## src/rtl/uart_baud_pkg.sv

```systemverilog
// uart_baud_pkg
// Shared definitions for the UART baud-rate generator:
//   - DEF_CNTR_W, DEF_FRAC_W, DEF_OVS : default parameter values
//   - PHASE_W(ovs)                    : width of the oversample phase counter
//   - params_legal(...)               : parameter legality test used at elaboration
package uart_baud_pkg;

    localparam int DEF_CNTR_W = 16;
    localparam int DEF_FRAC_W = 4;
    localparam int DEF_OVS    = 16;

    function automatic int PHASE_W(input int ovs);
        return $clog2(ovs);
    endfunction

    // OVS must be a power of two so the phase counter wraps by simple overflow.
    function automatic bit params_legal(input int cntr_w, input int frac_w, input int ovs);
        return (cntr_w >= 2) && (frac_w >= 1) && (ovs >= 4) && ((ovs & (ovs - 1)) == 0);
    endfunction

endpackage

```

## src/rtl/uart_frac_accum.sv

```systemverilog
// uart_frac_accum
// Fractional accumulator for the baud generator. Each tick adds frac_r into a
// FRAC_W-bit accumulator; the carry out becomes the stretch flag, which asks the
// parent to insert one extra clock into the next period.
// Ports:
//   clk, reset : system clock, synchronous active-high reset
//   tick       : baud tick, advances the accumulator
//   slip       : the parent is spending its extra cycle; clears stretch
//   clear      : restart (cfg_load or resync), zeroes accumulator and stretch
//   frac_r     : captured fractional numerator
//   stretch    : one extra cycle owed before the next tick
module uart_frac_accum
    import uart_baud_pkg::*;
#(
    parameter int FRAC_W = DEF_FRAC_W
) (
    input  logic              clk,
    input  logic              reset,
    input  logic              tick,
    input  logic              slip,
    input  logic              clear,
    input  logic [FRAC_W-1:0] frac_r,
    output logic              stretch
);

    logic [FRAC_W-1:0] acc_q, acc_d;
    logic              stretch_q, stretch_d;
    logic [FRAC_W:0]   sum;

    // Accumulator next state: the carry bit of acc + frac_r is the stretch request.
    always_comb begin
        acc_d     = acc_q;
        stretch_d = stretch_q;
        sum       = {1'b0, acc_q} + {1'b0, frac_r};
        if (clear) begin
            acc_d     = '0;
            stretch_d = 1'b0;
        end else if (tick) begin
            acc_d     = sum[FRAC_W-1:0];
            stretch_d = sum[FRAC_W];
        end else if (slip) begin
            stretch_d = 1'b0;
        end
    end

    always_ff @(posedge clk) begin
        if (reset) begin
            acc_q     <= '0;
            stretch_q <= 1'b0;
        end else begin
            acc_q     <= acc_d;
            stretch_q <= stretch_d;
        end
    end

    assign stretch = stretch_q;

endmodule

```

## src/rtl/uart_baud_gen.sv

```systemverilog
// uart_baud_gen
// Fractional baud-rate generator. Divides clk into an OVS-times oversampling
// tick (baud_clock), a once-per-bit xmit_pulse and a mid-bit sample_pulse.
// Optional macro UART_BAUD_FRAC_EN builds the fractional accumulator; without
// it baud_frac is ignored and the period is exactly div_r+1 clocks.
// Ports:
//   clk, reset   : system clock, synchronous active-high reset
//   enable       : run control, counters hold while low
//   baud_val     : integer divisor minus one (captured on reset / cfg_load)
//   baud_frac    : fractional numerator (captured on reset / cfg_load)
//   cfg_load     : capture divisor and restart the period
//   resync       : zero the phase and restart the period
//   baud_clock   : oversampling tick
//   xmit_pulse   : bit-boundary tick
//   sample_pulse : mid-bit tick
//   phase        : current oversample phase
module uart_baud_gen
    import uart_baud_pkg::*;
#(
    parameter int CNTR_W = DEF_CNTR_W,
    parameter int FRAC_W = DEF_FRAC_W,
    parameter int OVS    = DEF_OVS
) (
    input  logic                    clk,
    input  logic                    reset,
    input  logic                    enable,
    input  logic [CNTR_W-1:0]       baud_val,
    input  logic [FRAC_W-1:0]       baud_frac,
    input  logic                    cfg_load,
    input  logic                    resync,
    output logic                    baud_clock,
    output logic                    xmit_pulse,
    output logic                    sample_pulse,
    output logic [PHASE_W(OVS)-1:0] phase
);

    localparam int            PW         = PHASE_W(OVS);
    localparam logic [PW-1:0] PHASE_LAST = PW'(OVS - 1);
    localparam logic [PW-1:0] PHASE_MID  = PW'(OVS / 2 - 1);

    generate
        if (!params_legal(CNTR_W, FRAC_W, OVS)) begin : g_bad_params
            $error("uart_baud_gen: illegal CNTR_W/FRAC_W/OVS combination");
        end
    endgenerate

    logic [CNTR_W-1:0] div_q, div_d;
    logic [FRAC_W-1:0] frac_q, frac_d;
    logic [CNTR_W-1:0] cnt_q, cnt_d;
    logic [PW-1:0]     phase_q, phase_d;
    logic              baud_clock_q, baud_clock_d;
    logic              xmit_pulse_q, xmit_pulse_d;
    logic              sample_pulse_q, sample_pulse_d;
    logic              stretch;
    logic              tick;

    // A restart request (cfg_load or resync) takes the cycle, so no tick may fire in it.
    assign tick = enable && !cfg_load && !resync && (cnt_q == '0) && !stretch;

`ifdef UART_BAUD_FRAC_EN
    logic slip;

    // The extra cycle: counter sits at zero while the owed stretch is consumed.
    assign slip = enable && !cfg_load && !resync && (cnt_q == '0) && stretch;

    uart_frac_accum #(
        .FRAC_W (FRAC_W)
    ) u_frac_accum (
        .clk     (clk),
        .reset   (reset),
        .tick    (tick),
        .slip    (slip),
        .clear   (cfg_load | resync),
        .frac_r  (frac_q),
        .stretch (stretch)
    );
`else
    logic unused_frac;

    assign stretch     = 1'b0;
    assign unused_frac = ^frac_q;
`endif

    // Next-state for shadow registers, period counter and phase.
    // cfg_load reloads from the live inputs, resync restarts from the shadow value.
    always_comb begin
        div_d   = div_q;
        frac_d  = frac_q;
        cnt_d   = cnt_q;
        phase_d = phase_q;
        if (cfg_load) begin
            div_d  = baud_val;
            frac_d = baud_frac;
            cnt_d  = baud_val;
            if (resync) begin
                phase_d = '0;
            end
        end else if (resync) begin
            cnt_d   = div_q;
            phase_d = '0;
        end else if (enable) begin
            if (cnt_q != '0) begin
                cnt_d = cnt_q - CNTR_W'(1);
            end else if (!stretch) begin
                cnt_d   = div_q;
                phase_d = phase_q + PW'(1);
            end
        end
        baud_clock_d   = tick;
        xmit_pulse_d   = tick && (phase_q == PHASE_LAST);
        sample_pulse_d = tick && (phase_q == PHASE_MID);
    end

    // Reset captures the divisor inputs so the generator runs straight away.
    always_ff @(posedge clk) begin
        if (reset) begin
            div_q          <= baud_val;
            frac_q         <= baud_frac;
            cnt_q          <= '0;
            phase_q        <= '0;
            baud_clock_q   <= 1'b0;
            xmit_pulse_q   <= 1'b0;
            sample_pulse_q <= 1'b0;
        end else begin
            div_q          <= div_d;
            frac_q         <= frac_d;
            cnt_q          <= cnt_d;
            phase_q        <= phase_d;
            baud_clock_q   <= baud_clock_d;
            xmit_pulse_q   <= xmit_pulse_d;
            sample_pulse_q <= sample_pulse_d;
        end
    end

    assign baud_clock   = baud_clock_q;
    assign xmit_pulse   = xmit_pulse_q;
    assign sample_pulse = sample_pulse_q;
    assign phase        = phase_q;

endmodule
```

## config.mk

```make
export PLATFORM = sky130hd
export DESIGN_NAME = uart_baud_gen
export DESIGN_NICKNAME = d
export VERILOG_FILES = /design/src/rtl/uart_baud_pkg.sv /design/src/rtl/uart_frac_accum.sv /design/src/rtl/uart_baud_gen.sv
export SDC_FILE = /design/constraint.sdc
export NUM_CORES = 1
export LEC_CHECK = 0
export ABC_AREA = 0
export CAP_MARGIN = 20
export CORE_MARGIN = 2
export CORE_UTILIZATION = 48
export CTS_CLUSTER_SIZE = 16
export DETAILED_ROUTE_END_ITERATION = 6
export PLACE_DENSITY = 0.83
export SYNTH_ARGS = -nofsm -noshare
export SYNTH_HDL_FRONTEND = slang
export SYNTH_SLANG_ARGS = --single-unit
```

## constraint.sdc

```tcl
create_clock -name clk -period 2.17 [get_ports clk]
set_clock_uncertainty 0.1 [all_clocks]
set_input_delay 0.434 -clock clk [delete_from_list [all_inputs] [get_ports clk]]
set_output_delay 0.434 -clock clk [all_outputs]
set_load 0.1 [all_outputs]
```

[After elaboration in Yosys (flattened, before gate mapping)]
Cells that the tools add are included.
W data, S select, Z words.
Word-level totals
  flip-flop bits (word level): 39
  input port bits: 25
  output and inout port bits: 7
  word-level logic and storage cells: 36
Operators by class
  add/subtract/negate cells: 2
  equality and inequality tests: 4
  muxes and demuxes: 11
  reduce and logical (&&, ||, !) cells: 13
Operators with widths (number)
  $mux W16: 6
  $mux W4: 5
  $logic_not A16 Y1: 1
  $reduce_bool A16 Y1: 1
  $sub A16 B1 Y16 const B: 1
  $logic_and A1 B1 Y1: 5
  $add A4 B1 Y4 const B: 1
  $eq A4 B3 Y1 const B: 1
  $eq A4 B4 Y1 const B: 1
  $reduce_bool A2 Y1: 2
  $reduce_and A3 Y1: 1
  $reduce_bool A3 Y1: 1
  $logic_not A1 Y1: 2
  $ne A2 B1 Y1 const B: 1
  $ne A2 B2 Y1 const B: 1

[Depth between registers and ports, before layout]
Gate-level depths: netlist of the first run.
  depth after elaboration: 5
  mapped depth: 7

[Worst setup path after synthesis of the first run]
Ideal clock, no wire load.
  path type: reg2reg
  start point: register cnt_q[11]
  end point: register phase_q[3] (netlist: phase[3])
  setup time: 0.115 ns
  data arrival time: 1.809 ns
  data required time: 1.955 ns
  slack: 0.147 ns
  cell stages (with the launch flop): 6
  period minus slack after synthesis: 2.023 ns
  cell sequence: dfxtp_1 -> or4_4 -> or3b_4 -> nor4_4 -> a21oi_1 -> o21a_1
Between the ends
  cells in the longest elaborated chain, start to end: 3
Ends and longest elaborated chain
  start, declared: line uart_baud_gen.sv:49  | logic [CNTR_W-1:0] cnt_q, cnt_d;
  start signal, assigned: line uart_baud_gen.sv:127  | cnt_q <= cnt_d;
  $reduce_bool A16 Y1: line uart_baud_gen.sv:102  | if (cnt_q != '0) begin
  $ne A2 B2 Y1 (no line)
  $reduce_and A3 Y1 (no line)
  end signal, assigned: line uart_baud_gen.sv:128  | phase_q <= phase_d;
  end, declared: line uart_baud_gen.sv:50  | logic [PW-1:0] phase_q, phase_d;
Every way passes these cells.
A chain may end at the register's enable or synchronous reset.

[Final worst setup path of the first run]
  start point: register cnt_q[11]
  end point: register phase_q[1] (netlist: phase[1])
Same word-level chain as after synthesis.

==> key figures, run 1 <==
Critical path
  – Worst setup path start: cnt_q[11]
  – CP Capture Type: flip-flop
  – Worst reg-to-reg path cell count: 5
  – Crit Path Class: flip-flop to flip-flop
  – CP Max Fanout: 5
  – Required @ worst endpoint: 2260 ps
  – CP Data Arrival Time: 2170 ps
  – CP endpoint: phase[1]
  – Setup slack, reg-to-reg: 80 ps
  – Reg-to-Reg Start: cnt_q[11]
  – Worst R2R End: phase[1]
  – Critical path launch point type: flip-flop

Clock network
  – Clk Latency, worst-skew pair: 290 ps
  – Clock transition at path regs: 80 ps
  – Setup Buffers After CTS: 0
  – Sinks on the clock net: 39
  – CTS Buf Count: 5
  – CTS Buffer Depth: 2
  – CTS tree: yes
  – H-tree levels: 2
  – Root buf cell: clkbuf_8

STA
  – Shortest period the worst path allows: 2090 ps
  – Fmax: 0.479 GHz
  – Setup TNS Final: 0 ps
  – Final setup viols: 0
  – Worst Tran Pin Value: 497 ps
  – RSZ-0062 raised after global routing: false
  – Relative slew slack: 66.6%
  – Final Cycle Share: 96.2%
  – Slew Limit Fails: 0
  – Final hold violation count: 0

Synth
  – Ys Warns: 0
  – Synth Area in Adders: 1.88%
  – Yosys top cell area share: 24.0%
  – Async SR Flop Fraction: 0%
  – Syn Inst Count: 223
  – Top area cells in the synthesized netlist: edfxtp_1 24%, dfxtp_1 23%, nor3_1 9.3%, a21oi_1 4.8%, o21ai_0 4.0%
  – Post-synth cell types: 39
  – Synth area leader: edfxtp_1
  – Synth Area in Compound Gates: 13.5%
  – Synth Area in XOR/XNOR: 7.01%
  – Synth Flop Type: dfxtp_1
  – Simple-Gate Fraction of Synth Area: 23.9%
  – Largest family of logic cells by synthesized area: simple AND/OR/NAND/NOR gates
  – Syn Nets: 251
  – Number of flops mapped to enable cells by yosys: 16
  – Commonest cells in the synthesized netlist: 37 x nor3_1, 23 x dfxtp_1, 20 x inv_1
  – Sequential share of the synthesized area: 47.1%
  – Yosys reg bits: 39
  – Synth Cell Area: 2000 um^2
  – Multiplexer share of the synthesized area: 0.501%
  – Most used standard cell by instance count after synthesis: nor3_1
  – Synthesized area per cell: 8.96 um^2

Finish
  – Share of cells above drive strength 1: 15.4%
  – N_diodes: 0
  – Synthesis-to-finish area growth: 24.9%
  – Cell area after layout: 2500 um^2
  – Nets: 293
  – Filler instances: 344
  – Core Util, Final: 62.4%

Place
  – DP HPWL: 3200 um
  – Buffers on Ports: 27
  – Placer Congestion: 0.915
  – Dpl cell area: 2410 um^2

Flow run
  – Max Cap Viol: 0

Min path
  – Hold Path Class: flip-flop to flip-flop
  – Hold Path Cell Cnt: 1

GRT
  – Vias in the first global route: 1622
  – Total congestion overflow: 0
  – Gr usage total: 20.6%
  – Initial antenna violation count: 0
  – Largest net degree at the start of global routing: 21
  – First-pass GRT wire length: 7100 um

Pwr
  – Leak pwr: 0.970 nW
  – Pwr per Cell Area: 663 nW/um^2
  – Peak supply drop: 310 uV

Run status
  – Outcome: completed

Floorplanning
  – Die height: 68.5 um
  – # rows: 23
  – Initial Util: 50.0%
  – Chip width: 68.5 um
  – Die area: 4690 um^2
  – Io pins: 32
  – Core Area: 4000 um^2

Route
  – Vias: 1739
  – Drt drc: 0
  – Initial DRC Count: 94
  – Wire per inst: 14.2 um
  – DR vias/cell: 5.50
  – Total Routed Length: 4480 um
  – TritonRoute pass-1 iters: 4
  – Final ANT Viol Nets: 0
-- cells in the final DEF (no fill, tap or decap), types with 2 or more instances in the layout --
cell / n
a211oi_1: 5
a21oi_1: 19
a22oi_1: 2
a31oi_1: 2
and3_1: 3
buf_4: 26
clkbuf_1: 2
clkbuf_8: 5
clkdlybuf4s50_1: 20
dfxtp_1: 23
edfxtp_1: 16
ha_1: 3
inv_1: 20
nand2_1: 2
nand2b_1: 2
nand3_1: 5
nand3b_1: 2
nand4b_1: 2
nor2_1: 17
nor3_1: 37
o21ai_0: 16
or2_2: 2
or3_1: 3
xnor2_1: 9
xor2_1: 7
-- per-layer routing --
metal / global-route usage (%) / up-vias / part of all wire (%)
met5: 0 / - / 0
met4: 6.50 / 0 / 1.0
met3: 5.52 / 6 / 5.4
met2: 35.0 / 37 / 49
met1: 25.4 / 818 / 45
li1: - / 878 / -
-- cell families after synthesis --
group | count (synthesis)
compound gates | 48
simple gates | 85
mux | 1
flops | 39
xor+xnor | 16
fa+ha+maj | 3
buf+inv | 31
-- worst min-delay path by stage --
stage,from,to
finish,phase[3],sample_pulse
global route,phase[3],sample_pulse
CTS,phase[3],sample_pulse
detailed placement,phase[3],sample_pulse
global placement,phase[3],sample_pulse
floorplan,div_q[3],cnt_q[3]
-- flip-flops by register name, indices dropped and copies added (netlist names) --
signal        cells
div_q            16
cnt_q            16
baud_clock        1
sample_pulse      1
xmit_pulse        1
phase             4
-- area by class of cell --
class                   count  area, um^2  share of cell area (%)
clock buffers               7        76.3                    3.06
clock inverters             1        5.00                   0.201
inverters                  20        75.1                    3.01
multi-input cells         153         941                    37.7
flip-flops and latches     39         941                    37.7
well taps                  50        62.6                    2.51
repair buffers             46         395                    15.8
-- where the power goes --
part	switching [mW]	total (mW)	internal [mW]
sequential	0.0422	0.865	0.823
combinational	0.160	0.315	0.155
clock	0.250	0.476	0.226
total	0.452	1.66	1.20
-- repair_timing --
action | CTS | global route
setup endpoints to repair | 0 | 11
resized for setup | 0 | 1
hold buffers | 0 | 0
-- metrics by stage --
step | setup WS, ps | hold slack, ps | power (mW) | instances
6_report | 83.1 | 342 | 1.66 | 316
5_1_grt | 13.8 | 383 | 1.74 | 316
4_1_cts | 90.4 | 340 | 1.66 | 316
3_5_place_dp | 75.4 | 329 | 1.19 | 308
3_3_place_gp | 89.1 | 325 | 1.18 | 308
2_1_floorplan | 147 | 369 | 1.07 | 223
-- critical path: stages (launching register included) --
cell and delay (ps):
dfxtp_1 320, or4_4 550, or3b_4 460, nor3_2 270
mux2i_1 230, nor2_1 50
No activity file was read; power rests on OpenSTA's default activity.
==> run 2: changes to the inputs <==
--- a/config.mk
+++ b/config.mk
@@ -8,10 +8,10 @@
 export ABC_AREA = 0
 export CAP_MARGIN = 20
 export CORE_MARGIN = 2
-export CORE_UTILIZATION = 48
+export CORE_UTILIZATION = 57
 export CTS_CLUSTER_SIZE = 16
 export DETAILED_ROUTE_END_ITERATION = 6
-export PLACE_DENSITY = 0.83
+export PLACE_DENSITY = 0.91
 export SYNTH_ARGS = -nofsm -noshare
 export SYNTH_HDL_FRONTEND = slang
 export SYNTH_SLANG_ARGS = --single-unit
==> constraint.sdc (replaced) <==
create_clock -name clk -period 2.7 [get_ports clk]
set_clock_uncertainty 0.1 [all_clocks]
set_input_delay 0.54 -clock clk [delete_from_list [all_inputs] [get_ports clk]]
set_output_delay 0.54 -clock clk [all_outputs]
set_load 0.1 [all_outputs]
==> key figures, run 2 (synthesized netlist as in run 1, its figures left out) <==
Route
  – Wire per inst: 15.0 um (+5.4%)
  – Vias: 1758 (+1.1%)
  – Initial DRC Count: 160 (+70%)
  – DR vias/cell: 5.80 (+5.4%)
  – Total Routed Length: 4530 um (+1.1%)
  – Drt drc: 0 (unchanged)
  – TritonRoute pass-1 iters: 4 (unchanged)
  – Final ANT Viol Nets: 0 (unchanged)

Clock network
  – CTS Buf Count: 5 (unchanged)
  – CTS Buffer Depth: 2 (unchanged)
  – H-tree levels: 2 (unchanged)
  – Setup Buffers After CTS: 0 (unchanged)
  – Sinks on the clock net: 39 (unchanged)
  – Root buf cell: clkbuf_4
  – Clock transition at path regs: 110 ps (+30 ps)
  – CTS tree: yes
  – Cts hold-fix bufs: 0 (unchanged)
  – Clk Latency, worst-skew pair: 370 ps (+80 ps)
  – Resize count post-CTS: 0 (unchanged)

Critical path
  – Worst setup path start: cnt_q[11]
  – Required @ worst endpoint: 2880 ps (+620 ps)
  – CP Capture Type: flip-flop
  – Crit path max-delay family: simple AND/OR/NAND/NOR gates
  – Buf+Inv Stages, Crit Path: 0 (unchanged)
  – Reg-to-Reg Start: cnt_q[11]
  – Critical path, cell by cell: or4_4, nor3b_1, a21o_1, nor2_1, a211oi_1
  – Slowest-stage cell, CP: or4_4
  – CP Data Arrival Time: 2520 ps (+350 ps)
  – Critical path launch point type: flip-flop
  – Crit Path Class: flip-flop to flip-flop
  – CP Max Fanout: 10 (+5)
  – CP max stage delay: 560 ps (about the same)

Pwr
  – Sw power: 0.355 mW (-22%)
  – Leak pwr: 0.911 nW (-6.1%)
  – Tot Pwr: 1.23 mW (-26%)
  – Int Pwr: 0.874 mW (-27%)
  – Sw Share: 28.9% (+1.6 points)
  – Sequential share of power: 56.9% (+4.7 points)
  – Pwr per Cell Area: 515 nW/um^2 (-22%)
  – Gate power share: 19.2% (+0.2 points)
  – Peak supply drop: 383 uV (+24%)
  – Clock power share: 23.9% (-4.8 points)

Floorplanning
  – Die area: 3990 um^2 (-15%)
  – Chip width: 63.2 um (-7.8%)
  – Die height: 63.2 um (-7.8%)
  – Io pins: 32 (unchanged)
  – Initial Util: 59.4% (+9.5 points)
  – # rows: 21 (-8.7%)
  – Core Area: 3360 um^2 (-16%)

GRT
  – Met1 GRT Util: 30.4% (+5.0 points)
  – Total congestion overflow: 0 (unchanged)
  – First-pass GRT wire length: 7990 um (+13%)
  – Met2 GRT Util: 45.1% (+10 points)
  – Vias in the first global route: 1800 (+11%)
  – Largest net degree at the start of global routing: 18 (-14%)
  – Global routing usage on met3: 7.68% (+2.2 points)
  – Initial antenna violation count: 0 (unchanged)
  – Gr usage total: 26.0% (+5.4 points)
  – Most Crowded Layer GR: met2

Finish
  – Area of the multi-input gates: 936 um^2 (-0.53%)
  – Synthesis-to-finish area growth: 19.5%
  – Leading cell type in the layout, fill and taps excluded: nor3_1
  – Share of cells above drive strength 1: 12.1% (-3.4 points)
  – Cell area after layout: 2390 um^2 (-4.4%)
  – Filler instances: 286 (-17%)
  – N_diodes: 0 (unchanged)
  – Nets: 284 (-3.1%)
  – Most frequent cells in the layout: 37 x nor3_1, 23 x dfxtp_1, 20 x inv_1, 20 x clkdlybuf4s50_1, 19 x a21oi_1
  – FF+latch area: 941 um^2 (unchanged)
  – Post-Layout Cell Count: 303 (-4.1%)

STA
  – Shortest period the worst path allows: 2340 ps (+252 ps)
  – Setup TNS Final: 0 ps (unchanged)
  – Relative slew slack: 68.4% (+1.8 points)
  – Final hold violation count: 0 (unchanged)
  – Final setup viols: 0 (unchanged)
  – Fmax: 0.428 GHz (-11%)
  – Final Cycle Share: 86.6% (-9.5 points)
  – Worst Tran Pin Value: 471 ps (-26.3 ps)
  – RSZ-0062 raised after global routing: false
  – Slew Limit Fails: 0 (unchanged)

Flow run
  – Max Cap Viol: 0 (unchanged)

Place
  – Dpl cell area: 2340 um^2 (-3.0%)
  – DP HPWL: 3270 um (+2.2%)
  – Buffers on Ports: 27 (unchanged)
  – Inst Count DP: 295 (-4.2%)
  – Placer Congestion: 0.881 (-3.7%)

Min path
  – Hold Path Class: flip-flop to flip-flop
  – Hold path startpoint: phase[3]

Run status
  – Outcome: completed
[run 2: through the flow]
step / util, % / hold WS [ps] / worst slack (ps)
finish: 71.0 / 355 / 361
global route: 71.0 / 412 / 184
CTS: 71.0 / 361 / 381
detailed placement: 69.5 / 329 / 305
global placement: 69.5 / 323 / 356
floorplan: - / 369 / 677
[run 2: metal layers]
layer  wire, um  vias up  share of wire, %
met5          0        -                 0
met4         66        0               1.5
met3        266        9               5.9
met2       2330       52                51
met1       1870      836                41
li1           -      861                 -
[run 2: final timing paths]
check	end	slack, ps	cells after the start
setup / recovery	cnt_q[14]	360	5
hold / removal	sample_pulse	360	1
setup reg to reg	cnt_q[14]	360	5
hold reg to reg	sample_pulse	360	1
[run 2: layout make-up]
| type | instances | area share (%) |
|---|---|---|
| inverters | 20 | 3.14 |
| clock inverters | 1 | 0.210 |
| well taps | 46 | 2.41 |
| clock buffers | 7 | 1.89 |
| repair buffers | 37 | 13.7 |
| multi-input cells | 153 | 39.2 |
| flip-flops and latches | 39 | 39.4 |
[run 2: power by group through the flow]
stage	logic, mW	clock network, mW	registers, mW
after floorplan	0.156	0	0.701
after global placement	0.224	0	0.709
after detailed placement	0.231	0	0.712
after CTS	0.234	0.299	0.699
after global routing	0.263	0.332	0.706
final	0.236	0.293	0.700
==> run 3: changes to the inputs <==
--- a/config.mk
+++ b/config.mk
@@ -12,6 +12,7 @@
 export CTS_CLUSTER_SIZE = 16
 export DETAILED_ROUTE_END_ITERATION = 6
 export PLACE_DENSITY = 0.91
+export SLEW_MARGIN = 20
 export SYNTH_ARGS = -nofsm -noshare
 export SYNTH_HDL_FRONTEND = slang
 export SYNTH_SLANG_ARGS = --single-unit
==> results of run 3 <==
The final DEF is identical to that of run 2; final timing and power are the same.
